<file path="config.mk">
export PLATFORM = sky130hd
export DESIGN_NAME = uart_frame_parser
export DESIGN_NICKNAME = d
export VERILOG_FILES = /design/src/rtl/uart_frame_parser.sv
export SDC_FILE = /design/constraint.sdc
export NUM_CORES = 1
export LEC_CHECK = 0
export ABC_AREA = 1
export CAP_MARGIN = 20
export CORE_UTILIZATION = 59
export CTS_CLUSTER_SIZE = 16
export DETAILED_ROUTE_END_ITERATION = 16
export PLACE_DENSITY = 0.78
export SKIP_CTS_REPAIR_TIMING = 1
export SYNTH_ARGS = -nofsm -noshare
export SYNTH_HDL_FRONTEND = slang
export SYNTH_SLANG_ARGS = --single-unit
</file>
<file path="constraint.sdc">
create_clock -name clk -period 6 [get_ports clk]
set_input_delay 1.2 -clock clk [delete_from_list [all_inputs] [get_ports clk]]
set_output_delay 1.2 -clock clk [all_outputs]
set_load 0.05 [all_outputs]
</file>
<file path="src/rtl/uart_frame_parser.sv">
// Frame parser behind a UART byte receiver: A5 5A | CMD | LEN | payload | CHK, payload streamed
// out after checksum pass. Define UART_FRAME_TIMEOUT_EN to enable the inter-byte gap timeout.
module uart_frame_parser #(
    parameter int unsigned MAX_LEN     = 16,
    parameter int unsigned TIMEOUT_CYC = 50000
) (
    input  logic       clk,
    input  logic       rst_n,
    input  logic [7:0] rx_data,
    input  logic       rx_done,
    output logic       frm_start,
    output logic [7:0] frm_cmd,
    output logic [7:0] frm_len,
    output logic [7:0] out_data,
    output logic       out_valid,
    input  logic       out_ready,
    output logic       out_last,
    output logic       frm_err,
    output logic [1:0] err_code,
    output logic       rx_drop
);

    localparam int unsigned IdxW    = (MAX_LEN > 1) ? $clog2(MAX_LEN) : 1;
    localparam logic [7:0]  MaxLen8 = 8'(MAX_LEN);

    if (MAX_LEN < 1 || MAX_LEN > 255 || TIMEOUT_CYC < 1) begin : g_bad_param
        $error("uart_frame_parser: MAX_LEN must be 1..255 and TIMEOUT_CYC >= 1");
    end

    typedef enum logic [2:0] {
        StIdle, StHdr2, StCmd, StLen, StPay, StChk, StDrain
    } state_e;

    state_e     state_q, state_d;
    logic [7:0] sum_q, sum_d;
    logic [7:0] cmd_q, cmd_d;
    logic [7:0] len_q, len_d;
    logic [7:0] idx_q, idx_d;
    logic [7:0] rd_idx_q, rd_idx_d;
    logic [7:0] frm_cmd_q, frm_cmd_d;
    logic [7:0] frm_len_q, frm_len_d;
    logic [1:0] err_code_q, err_code_d;
    logic       frm_start_q, frm_start_d;
    logic       frm_err_q, frm_err_d;
    logic       rx_drop_q, rx_drop_d;
    logic       pay_we;
    logic [7:0] pay_q [MAX_LEN];

`ifdef UART_FRAME_TIMEOUT_EN
    localparam int unsigned GapW = $clog2(TIMEOUT_CYC + 1);
    logic [GapW-1:0] gap_q, gap_d;
`endif

    always_comb begin
        state_d     = state_q;
        sum_d       = sum_q;
        cmd_d       = cmd_q;
        len_d       = len_q;
        idx_d       = idx_q;
        rd_idx_d    = rd_idx_q;
        frm_cmd_d   = frm_cmd_q;
        frm_len_d   = frm_len_q;
        err_code_d  = err_code_q;
        frm_start_d = 1'b0;
        frm_err_d   = 1'b0;
        rx_drop_d   = 1'b0;
        pay_we      = 1'b0;
        unique case (state_q)
            StIdle: if (rx_done && rx_data == 8'hA5) state_d = StHdr2;
            StHdr2: if (rx_done) begin
                if (rx_data == 8'h5A)      state_d = StCmd;
                else if (rx_data == 8'hA5) state_d = StHdr2;
                else                       state_d = StIdle;
            end
            StCmd: if (rx_done) begin
                cmd_d   = rx_data;
                sum_d   = rx_data;
                state_d = StLen;
            end
            StLen: if (rx_done) begin
                if (rx_data > MaxLen8) begin
                    frm_err_d  = 1'b1;
                    err_code_d = 2'd1;
                    state_d    = StIdle;
                end else begin
                    sum_d   = sum_q + rx_data;
                    len_d   = rx_data;
                    idx_d   = 8'd0;
                    state_d = (rx_data == 8'd0) ? StChk : StPay;
                end
            end
            StPay: if (rx_done) begin
                pay_we = 1'b1;
                sum_d  = sum_q + rx_data;
                idx_d  = idx_q + 8'd1;
                if (idx_q == len_q - 8'd1) state_d = StChk;
            end
            StChk: if (rx_done) begin
                if (rx_data == sum_q) begin
                    frm_start_d = 1'b1;
                    frm_cmd_d   = cmd_q;
                    frm_len_d   = len_q;
                    rd_idx_d    = 8'd0;
                    state_d     = (len_q == 8'd0) ? StIdle : StDrain;
                end else begin
                    frm_err_d  = 1'b1;
                    err_code_d = 2'd2;
                    state_d    = StIdle;
                end
            end
            StDrain: begin
                rx_drop_d = rx_done;
                if (out_ready) begin
                    if (rd_idx_q == frm_len_q - 8'd1) state_d = StIdle;
                    else                              rd_idx_d = rd_idx_q + 8'd1;
                end
            end
            default: state_d = StIdle;
        endcase
`ifdef UART_FRAME_TIMEOUT_EN
        // Gap counter only runs while a frame is partially received.
        gap_d = gap_q;
        if (rx_done || state_q == StIdle || state_q == StDrain) begin
            gap_d = '0;
        end else if (gap_q == GapW'(TIMEOUT_CYC - 1)) begin
            gap_d      = '0;
            frm_err_d  = 1'b1;
            err_code_d = 2'd3;
            state_d    = StIdle;
        end else begin
            gap_d = gap_q + 1'b1;
        end
`endif
    end

    always_ff @(posedge clk or negedge rst_n) begin
        if (!rst_n) begin
            state_q     <= StIdle;
            sum_q       <= 8'd0;
            cmd_q       <= 8'd0;
            len_q       <= 8'd0;
            idx_q       <= 8'd0;
            rd_idx_q    <= 8'd0;
            frm_cmd_q   <= 8'd0;
            frm_len_q   <= 8'd0;
            err_code_q  <= 2'd0;
            frm_start_q <= 1'b0;
            frm_err_q   <= 1'b0;
            rx_drop_q   <= 1'b0;
`ifdef UART_FRAME_TIMEOUT_EN
            gap_q       <= '0;
`endif
        end else begin
            state_q     <= state_d;
            sum_q       <= sum_d;
            cmd_q       <= cmd_d;
            len_q       <= len_d;
            idx_q       <= idx_d;
            rd_idx_q    <= rd_idx_d;
            frm_cmd_q   <= frm_cmd_d;
            frm_len_q   <= frm_len_d;
            err_code_q  <= err_code_d;
            frm_start_q <= frm_start_d;
            frm_err_q   <= frm_err_d;
            rx_drop_q   <= rx_drop_d;
`ifdef UART_FRAME_TIMEOUT_EN
            gap_q       <= gap_d;
`endif
        end
    end

    // Payload storage needs no reset; it is only read after being written.
    always_ff @(posedge clk) begin
        if (pay_we) pay_q[idx_q[IdxW-1:0]] <= rx_data;
    end

    assign out_valid = (state_q == StDrain);
    assign out_data  = out_valid ? pay_q[rd_idx_q[IdxW-1:0]] : 8'd0;
    assign out_last  = out_valid && (rd_idx_q == frm_len_q - 8'd1);
    assign frm_start = frm_start_q;
    assign frm_cmd   = frm_cmd_q;
    assign frm_len   = frm_len_q;
    assign frm_err   = frm_err_q;
    assign err_code  = err_code_q;
    assign rx_drop   = rx_drop_q;

endmodule

</file>
* Word level (Yosys, flattened, before mapping)
Memory sizes are Yosys's and may differ from the RTL's.
Cells that the tools add are included.
** Word-level totals
- Bits in writable memories :: 128
- Memories :: 1
- Output and inout port bits :: 31
- Input port bits :: 12
- Bits in registers :: 64
** Operators by class
- Muxes and demuxes :: 49
- Equality and inequality tests :: 25
- Add/sub/neg operators :: 5
- Magnitude comparators :: 1
- Bitwise gates (word level) :: 1
- Reduce and logical (&&, ||, !) cells :: 17
** Memories
- pay_q :: words 16, bits a word 8, read ports 1, clocked after Yosys merged registers in 0, wr ports 1, line 47 : logic [7:0] pay_q [MAX_LEN];
** Operators with widths (count)
- 2-to-1 mux 8 bit :: 12
- 2-to-1 mux 3 bit :: 12
- one-hot mux 8 bit (2 select lines) :: 2
- equality test 8 bit :: 3
- inequality test 2 bit (second input constant) :: 12
- one-hot mux 8 bit (3 select lines) :: 1
- one-hot mux 3 bit (7 select lines) :: 1
- adder 8 x 1 -> 8 bit (second input constant) :: 2
- logical NOT 8 bit :: 2
- subtractor 8 x 1 -> 8 bit (second input constant) :: 2
- AND reduction 5 bit :: 3
- 2-to-1 mux 1 bit :: 14
- 2-to-1 mux 2 bit :: 5
- equality test 3 bit (second input constant) :: 3
- AND reduction 9 bit :: 1
- adder 8 bit :: 1
- equality test 8 x 7 -> 1 bit (second input constant) :: 1
- equality test 8 bit (second input constant) :: 1
- > comparator 8 x 5 -> 1 bit (second input constant) :: 1
- equality test 3 x 2 -> 1 bit (second input constant) :: 2
- AND reduction 3 bit :: 2
- nonzero test 2 bit :: 3
- inequality test 2 x 1 -> 1 bit (second input constant) :: 2
- one-hot mux 2 bit (2 select lines) :: 1
- other kinds (8) :: 9

* Logic depth before layout (Yosys ltp)
Gate-level depths: netlist of run 1.
- Word-level depth :: 5
- Depth in mapped cells :: 14
- Gate-level depth less buffers :: 14

* Worst setup path after synthesis of run 1
OpenSTA, ideal clock, no wires.
- Path type :: flip-flop to output port
- Start point :: reg frm_len_q[0], in the netlist frm_len[0]
- End point :: out out_last
- Slack :: 2425 ps
- Data arrival time :: 2375 ps
- Data required time :: 4800 ps
- Stages on the path, launching flop included :: 12
- Path buffers :: 0
- Cells stage by stage :: dfrtp_1 -> inv_2 -> ha_1 -> inv_1 -> nand2_1 -> nand3_1 -> nand2_1 -> inv_1 -> nand3_1 -> nor2_2 -> nand3_4 -> nor2_1
** On the way
- Word-level cells in the longest chain between the ends :: 3
** RTL lines
- from (decl) :: line 41 : logic [7:0] frm_len_q, frm_len_d;
- from (signal assigned) :: line 161 : frm_len_q <= frm_len_d;
- subtractor 8 x 1 -> 8 bit :: line 179 : assign out_last = out_valid && (rd_idx_q == frm_len_q - 8'd1);
- equality test 8 bit :: line 179
- logical AND 1 bit :: line 179
- to (decl) :: line 17 : output logic out_last,
Every way passes these cells.

* Final worst setup path of run 1
- Start point :: reg rd_idx_q[0]
- End point :: out out_data[1]
** On the way
- Word-level cells in the longest chain between the ends :: 2
** RTL lines
- from (decl) :: line 39 : logic [7:0] rd_idx_q, rd_idx_d;
- from (signal assigned) :: line 159 : rd_idx_q <= rd_idx_d;
- memory (16 x 8 bit)
- 2-to-1 mux 8 bit :: line 178 : assign out_data = out_valid ? pay_q[rd_idx_q[IdxW-1:0]] : 8'd0;
- to (decl) :: line 14 : output logic [7:0] out_data,
Every way passes these cells.

==> key figures, run 1 <==
Yosys
  – Yosys cell types: 50
  – #FFs+latches synth: 192
  – Syn_area_per_cell: 10.4 um^2
  – Yosys synthesis warning count: 0
  – Post-Syn Area: 0.00908 mm^2
  – Seq/Total Area, Yosys: 0.600
  – Syn_nets: 902
  – Mapped Cells: 874

Drt
  – Initial DRC count: 788
  – WL per Instance: 18.5 um
  – Post-route antenna net violation count: 0
  – DRT Pass-1 Iters: 7
  – Total number of vias: 6,595
  – Post-route DRC: 0
  – Drt total wl: 20,500 um
  – Post-DR vias/cell: 5.95

Pwr
  – Pwr dens: 311 mW/mm^2
  – Max VDD drop: 0.245 mV
  – Lkg Pwr: 0.00403 uW
  – PnR Total Power: 3180 uW

Worst setup path
  – Max incr delay on CP: 0.86 ns
  – Crit path max-delay family: buffers and inverters
  – Slowest CP cell: clkdlybuf4s50_1
  – Worst path cell trace: inv_2 -> nor2_1 -> o32ai_1 -> nand2_1 -> a31oi_1 -> clkdlybuf4s50_1
  – Crit Path Max Fanout: 55
  – Critical Path Start Type: flip-flop
  – Kind of critical path: reg2out
  – Crit. End Element: output port
  – Crit path required time: 4.80 ns
  – Buffers plus inverters on the worst setup path: 2
  – Worst Path Arrival: 3.35 ns

Place
  – Hpwl dp: 12,700 um
  – Setup slack at placement: 1.91 ns
  – Number of I/O port buffers: 42
  – Placer Congestion: 0.891

Cells and area
  – Share of post-route cells with drive strength above 1: 0.0909
  – Diode count: 0
  – Final core utilization: 0.691
  – Layout Nets: 939
  – Synthesis-to-layout area growth: 12.4%

STA
  – Slew Viols, Final: 0
  – Worst-Margin Slew: 1.01 ns
  – Worst rel slew slack: 0.325
  – Fmax: 220 MHz
  – Worst clock skew: 0.0105 ns
  – Setup tns final: 0 ns
  – Final worst slack: 1.45 ns
  – RSZ-0062 raised after global routing: no
  – Final worst-path cycle share: 0.758
  – Hold Fails Final Rpt: 0
  – Min Tclk post-route: 4.55 ns
  – Final Setup Violations: 0

Floorplanning
  – Num ports: 43
  – Die H: 126 um
  – Die area: 0.0159 mm^2
  – Core area: 0.0148 mm^2
  – Die Width: 126 um
  – FP Rows: 44
  – Initial cell density of the core: 0.615

Job
  – Max_cap viols: 0

Global routing
  – Vias in the first global route: 6,195
  – Initial antenna violation count: 0
  – Largest net degree at the start of global routing: 69
  – GR Util All Layers: 0.267
  – First-pass GRT wire length: 32,300 um
  – Total gr overflow: 0

Clock tree
  – Clk Latency, worst-skew pair: 0.44 ns
  – # H-tree levels: 4
  – Max Root-Sink Buffers: 2
  – TritonCTS clock tree: built
  – CTS sink cnt: 192
  – Clock transition at path regs: 0.07 ns
  – Root cell of the clock tree: clkbuf_16
  – CTS Buf Count: 17

Hold path
  – Hold Path Class: reg2reg

Run status
  – Status: complete, no violations
==> synthesized netlist by cell type, drive strengths merged <==
master,number,area (um^2)
clkbuf,13,48.8
clkinv,1,3.75
xor2,16,148
nor3,9,60.1
nor2,142,587
a22oi,1,21.3
o31ai,2,15.0
o21ai,84,435
o21bai,2,15.0
o211ai,7,52.6
nand4,16,100
o32ai,17,149
mux2i,11,110
edfxtp,128,3840
inv,72,275
nor4,3,40.0
fa,1,20.0
nand3b,1,7.51
a31oi,8,50.1
nand2,167,637
ha,15,188
o221ai,11,96.3
buf,17,108
nand3,36,215
a21oi,16,87.6
dfrtp,64,1600
mux2,10,131
xnor2,3,26.3
or2,1,6.26
==> per-layer routing <==
| metal | global-route usage | part of all wire | vias up |
|---|---|---|---|
| met5 | 0 | 0 | - |
| met4 | 0.0971 | 0.025 | 0 |
| met3 | 0.0612 | 0.083 | 45 |
| met2 | 0.418 | 0.46 | 317 |
| met1 | 0.369 | 0.43 | 3134 |
| li1 | - | - | 3099 |
==> final timing paths <==
path	cells past startpoint	start	slack [ns]	end
worst max-delay path	6	rd_idx_q[0]	1.45	out_data[1]
worst min-delay path	2	cmd_q[5]	0.49	cmd_q[5]
worst max register to register	5	state_q[0]	3.49	pay_q[5][1]
worst min register to register	2	cmd_q[5]	0.49	cmd_q[5]
max in group asynchronous	2	rst_n	4.50	sum_q[2]
min in group asynchronous	2	rst_n	0.92	rd_idx_q[2]
==> final cells by class <==
type	count	area, um^2
clock buffer	20	437
inverter	73	279
fill	1065	4550
clock inverter	12	138
multi-input combinational	579	3200
tap	184	230
timing repair buffer	48	473
sequential	192	5450
==> placed cells by master (no fill, tap or decap), types with 5 or more instances in the layout <==
cell	instances
xor2_1	15
inv_2	7
ha_1	15
buf_4	5
mux2i_1	11
clkdlybuf4s50_1	41
nand3_1	32
nand4_1	16
inv_1	63
o211ai_1	7
nand2_1	163
mux2_2	5
o21ai_0	80
dfrtp_1	62
mux2_4	5
a31oi_1	8
nor3_1	6
clkbuf_16	17
edfxtp_1	128
o221ai_1	11
a21oi_1	14
o32ai_1	17
nor2_1	134
==> metrics by stage <==
stage,hold slack [ns],instance area [um^2],cells
floorplan,0.448,9080,874
finish,0.490,10200,1108
global placement,0.470,9610,1075
CTS,0.495,10200,1107
global route,0.523,10200,1108
detailed placement,0.478,9610,1075
==> cells by family after synthesis <==
kind of cell	Yosys count	synth area share
AOI/OAI and AO/OA	148	0.102
xor gates and xnor gates	19	0.0192
adders and majority gates	16	0.0229
buffers and inverters	103	0.0480
DFF	192	0.600
muxes	21	0.0266
and+or+nand+nor	375	0.182
==> tightest hold or removal path, cell delays in order (launching register included) <==
cell and delay (ns):
dfrtp_1 0.35, nand2_1 0.05, o21ai_0 0.06
==> registers in the layout, summed over array words and instances, names as in the netlist <==
| signal | cells |
|---|---|
| pay_q | 128 |
| sum_q | 8 |
| rd_idx_q | 8 |
| frm_len | 8 |
| frm_err | 1 |
| state_q | 3 |
| rx_drop | 1 |
| frm_start | 1 |
| len_q | 8 |
| frm_cmd | 8 |
| err_code | 2 |
| cmd_q | 8 |
| idx_q | 8 |
==> where the power goes <==
part | total, uW | switching [uW] | internal [uW] | leakage [uW]
sequential | 1560 | 70.5 | 1490 | 0.00194
clock | 1120 | 499 | 618 | 0.000275
combinational | 497 | 330 | 167 | 0.00181
(Power assumes the default switching activity.)
==> inputs of run 2 (changes only) <==
clock period = 4.65 ns   (was 6 ns; I/O delays follow)
==> key figures, run 2 (same netlist as run 1, synthesis figures left out) <==
Run status
  – Status: complete, no violations

Global routing
  – First-pass GRT wire length: 31,800 um
  – Total gr overflow: 0
  – Initial antenna violation count: 0
  – GR Util All Layers: 0.266
  – Vias in the first global route: 6,150
  – Largest net degree at the start of global routing: 69

Worst setup path
  – Crit path max-delay family: flip-flops
  – Buffers plus inverters on the worst setup path: 1
  – Max incr delay on CP: 1.11 ns
  – Worst path cell trace: o21ai_0 -> o32ai_1 -> nand2_1 -> nand2_1 -> a31oi_1 -> nor2_1 -> clkdlybuf4s50_1
  – Crit. End Element: output port
  – Crit path required time: 3.72 ns
  – Crit Path Max Fanout: 68
  – Critical Path Start Type: flip-flop
  – Worst Path Arrival: 3.35 ns
  – CP dominant cell by count: nand2_1
  – Slowest CP cell: dfrtp_2
  – Kind of critical path: reg2out

Clock tree
  – Clk Latency, worst-skew pair: 0.44 ns
  – Max Root-Sink Buffers: 2
  – CTS Buf Count: 17
  – TritonCTS clock tree: built
  – Root cell of the clock tree: clkbuf_16
  – CTS sink cnt: 192
  – # H-tree levels: 4
  – Clock transition at path regs: 0.07 ns

Pwr
  – Lkg Pwr: 0.00409 uW
  – Pint: 3000 uW
  – Sw Ratio: 0.280
  – Sequential power share: 0.484
  – Clk pwr share: 0.363
  – Combinational Power Share: 0.153
  – Max VDD drop: 0.308 mV
  – Pwr dens: 404 mW/mm^2
  – Switch Pwr: 1170 uW

Drt
  – DRT Pass-1 Iters: 5
  – Drt total wl: 20,200 um
  – Post-route antenna net violation count: 0
  – Post-route DRC: 0
  – Total number of vias: 6,570
  – Post-DR vias/cell: 5.88
  – WL per Instance: 18.0 um
  – Initial DRC count: 721

Job
  – Max_cap viols: 0

Cells and area
  – Fin cells: 1,118
  – Commonest non-fill, non-tap cell in the layout: nand2_1
  – Final Cell Area: 0.0103 mm^2
  – Synthesis-to-layout area growth: 13.6%
  – Layout Nets: 949
  – Max FFs per register: 128
  – Most frequent cells in the layout: 163 x nand2_1, 134 x nor2_1, 128 x edfxtp_1
  – Share of post-route cells with drive strength above 1: 0.102
  – Diode count: 0

Floorplanning
  – Die Width: 126 um
  – Die H: 126 um
  – Initial cell density of the core: 0.615
  – Die area: 0.0159 mm^2
  – FP Rows: 44
  – Core area: 0.0148 mm^2
  – Num ports: 43

STA
  – Final Setup Violations: 0
  – Worst rel slew slack: 0.250
  – Setup tns final: 0 ns
  – Fmax: 234 MHz
  – Slew Viols, Final: 0
  – Min Tclk post-route: 4.28 ns
  – RSZ-0062 raised after global routing: no
  – Worst-Margin Slew: 1.12 ns
  – Final worst-path cycle share: 0.919
  – Hold Fails Final Rpt: 0
  – Worst clock skew: 0.00963 ns

Place
  – Placer Congestion: 0.903
  – Placed insts: 1,086
  – Number of I/O port buffers: 42
  – Placed inst area: 0.00970 mm^2
  – Hpwl dp: 13,100 um

Hold path
  – Hold Path Class: reg2reg
[run 2: power by group through the flow]
stage	sequential, uW	clock (uW)	combinational [uW]
CTS	2010	1510	636
finish	2020	1510	637
detailed placement	2050	0	632
global route	2030	1580	718
global placement	2050	0	618
floorplan	2070	0	424
[run 2: metal layers]
| layer | GRT usage | share of wire |
|---|---|---|
| met5 | 0 | 0 |
| met4 | 0.0928 | 0.020 |
| met3 | 0.0527 | 0.059 |
| met2 | 0.436 | 0.49 |
| met1 | 0.355 | 0.43 |
[run 2: worst paths after layout]
check / from / endpoint / slack, ns / cells past startpoint
worst max-delay path: rd_idx_q[1] / out_data[2] / 0.37 / 7
worst min register to register: cmd_q[5] / cmd_q[5] / 0.50 / 2
worst max register to register: rd_idx_q[1] / rd_idx_q[1] / 2.27 / 7
max in group asynchronous: rst_n / frm_len[1] / 3.18 / 2
min in group asynchronous: rst_n / rd_idx_q[2] / 0.52 / 1
worst min-delay path: cmd_q[5] / cmd_q[5] / 0.50 / 2
[run 2: through the flow]
stage	worst slack, ns	utilization	hold WS (ns)	power (uW)
final	0.375	0.699	0.496	4160
after global routing	0.236	0.699	0.515	4330
after CTS	0.448	0.699	0.492	4160
after detailed placement	0.897	0.658	0.475	2680
after global placement	0.974	0.658	0.469	2660
after floorplan	1.35	-	0.448	2490
[run 2: final cells by class]
class / count / area [um^2]
clock buffers: 18 / 429
well taps: 184 / 230
clock inverters: 14 / 178
repair buffers: 58 / 548
inverters: 73 / 279
flip-flops and latches: 192 / 5450
fillers: 1051 / 4440
multi-input cells: 579 / 3200
[run 2: worst register-to-register path: stages, from the launching register on]
cell	delay [ns]
dfrtp_2	1.11
xor2_1	0.22
o21ai_0	0.14
nor2_2	0.19
nand3_4	0.17
o21ai_4	0.27
nand2_1	0.11
nand2_1	0.11
==> inputs of run 3 (changes only) <==
RECOVER_POWER = 25   (was not set)
SKIP_CTS_REPAIR_TIMING = not set   (was 1)
==> key figures, run 3 (same netlist as run 1, synthesis figures left out) <==
Run status
  – Status: finished with violations
  – Failing checks: max-capacitance violations, max-slew violations

Global routing
  – Total gr overflow: 0
  – Initial antenna violation count: 0
  – Vias in the first global route: 6,150
  – GR Util All Layers: 0.266
  – First-pass GRT wire length: 31,800 um
  – Largest net degree at the start of global routing: 69

STA
  – Worst-Margin Slew: 1.93 ns
  – Hold Fails Final Rpt: 0
  – Setup tns final: 0 ns
  – Min Tclk post-route: 4.27 ns
  – Fmax: 234 MHz
  – Final Setup Violations: 0
  – RSZ-0062 raised after global routing: no
  – Final worst-path cycle share: 0.918
  – Worst clock skew: 0.00795 ns
  – Worst rel slew slack: -0.286
  – Slew Viols, Final: 67
  – Hold Slack: 0.496 ns

Pwr
  – Sequential power share: 0.485
  – Sw Ratio: 0.280
  – Lkg Pwr: 0.00407 uW
  – Pwr dens: 404 mW/mm^2
  – Switch Pwr: 1160 uW
  – Max VDD drop: 0.304 mV
  – PnR Total Power: 4160 uW
  – Combinational Power Share: 0.153
  – Pint: 2990 uW
  – Clk pwr share: 0.362

Worst setup path
  – Slowest CP cell: dfrtp_2
  – CP dominant cell by count: nand2_1
  – Critical Path Start Type: flip-flop
  – Worst Path Arrival: 3.34 ns
  – Crit path required time: 3.72 ns
  – Worst path cell trace: o21ai_0 -> o32ai_1 -> nand2_1 -> nand2_1 -> a31oi_1 -> nor2_1 -> clkdlybuf4s50_1
  – Kind of critical path: reg2out
  – Crit. End Element: output port
  – Crit Path Max Fanout: 68
  – Max incr delay on CP: 1.09 ns

Clock tree
  – Clk Latency, worst-skew pair: 0.43 ns
  – Max Root-Sink Buffers: 2
  – Clock transition at path regs: 0.07 ns
  – Post-cts sizing count: 0
  – CTS sink cnt: 192
  – Root cell of the clock tree: clkbuf_16
  – Setup Fix Bufs, Post-CTS: 0
  – TritonCTS clock tree: built
  – # H-tree levels: 4
  – Hold_buf cts: 0
  – CTS Buf Count: 17

Drt
  – Post-route antenna net violation count: 0
  – Drt total wl: 20,200 um
  – Initial DRC count: 698
  – Total number of vias: 6,560
  – WL per Instance: 18.1 um
  – Post-route DRC: 0
  – DRT Pass-1 Iters: 5
  – Post-DR vias/cell: 5.87

Cells and area
  – Final Cell Area: 0.0103 mm^2
  – Share of post-route cells with drive strength above 1: 0.0953
  – Final core utilization: 0.697
  – Max FFs per register: 128
  – Fillers: 1,057
  – Most frequent cells in the layout: 163 x nand2_1, 134 x nor2_1, 128 x edfxtp_1
  – Diode count: 0
  – Layout Nets: 949
  – Synthesis-to-layout area growth: 13.3%
  – Commonest non-fill, non-tap cell in the layout: nand2_1

Floorplanning
  – Die area: 0.0159 mm^2
  – FP Rows: 44
  – Die Width: 126 um
  – Initial cell density of the core: 0.615
  – Num ports: 43
  – Die H: 126 um
  – Core area: 0.0148 mm^2

Place
  – Hpwl dp: 13,100 um
  – Placer Congestion: 0.903
  – Number of I/O port buffers: 42
  – Placed inst area: 0.00970 mm^2

Job
  – Max_cap viols: 2

Hold path
  – Hold Path Class: reg2reg
## run 3: final cells by class
class                           instances  area [um^2]  area share
Clock buffer                           18          429      0.0417
Multi-Input combinational cell        579         3200       0.311
Sequential cell                       192         5450       0.529
Inverter                               73          279      0.0271
Clock inverter                         14          178      0.0173
Timing Repair Buffer                   58          528      0.0513
Tap cell                              184          230      0.0224
## run 3: layer usage
metal | track usage | routed length (um)
met1 | 0.355 | 8490
met2 | 0.436 | 9830
met3 | 0.0527 | 1460
met4 | 0.0928 | 416
met5 | 0 | 0
## run 3: final timing paths
| check | start | to | slack (ns) | cells past startpoint |
|---|---|---|---|---|
| worst max-delay path | rd_idx_q[1] | out_data[2] | 0.38 | 7 |
| worst min-delay path | cmd_q[5] | cmd_q[5] | 0.50 | 2 |
| worst max register to register | rd_idx_q[1] | rd_idx_q[1] | 2.25 | 7 |
| worst min register to register | cmd_q[5] | cmd_q[5] | 0.50 | 2 |
| max in group asynchronous | rst_n | frm_len[1] | 1.22 | 2 |
| min in group asynchronous | rst_n | rd_idx_q[0] | 0.90 | 1 |
## run 3: metrics by stage
stage          instances  worst slack [ns]
5_1_grt             1118             0.236
3_5_place_dp        1086             0.897
6_report            1118             0.382
2_1_floorplan        874              1.35
4_1_cts             1118             0.448
3_3_place_gp        1086             0.974
## run 3: worst max-delay path, delay by kind of cell, from the launching register on
| kind | cells | cell delay, ns |
|---|---|---|
| compound gates | 3 | 0.61 |
| simple gates | 3 | 0.34 |
| flops | 1 | 1.09 |
| buf+inv | 1 | 0.81 |
## run 3: power by group through the flow
stage	clock network [uW]	logic [uW]	registers [uW]
2_1_floorplan	0	424	2070
3_3_place_gp	0	618	2050
3_5_place_dp	0	632	2050
4_1_cts	1510	636	2010
5_1_grt	1580	716	2030
6_report	1510	635	2020
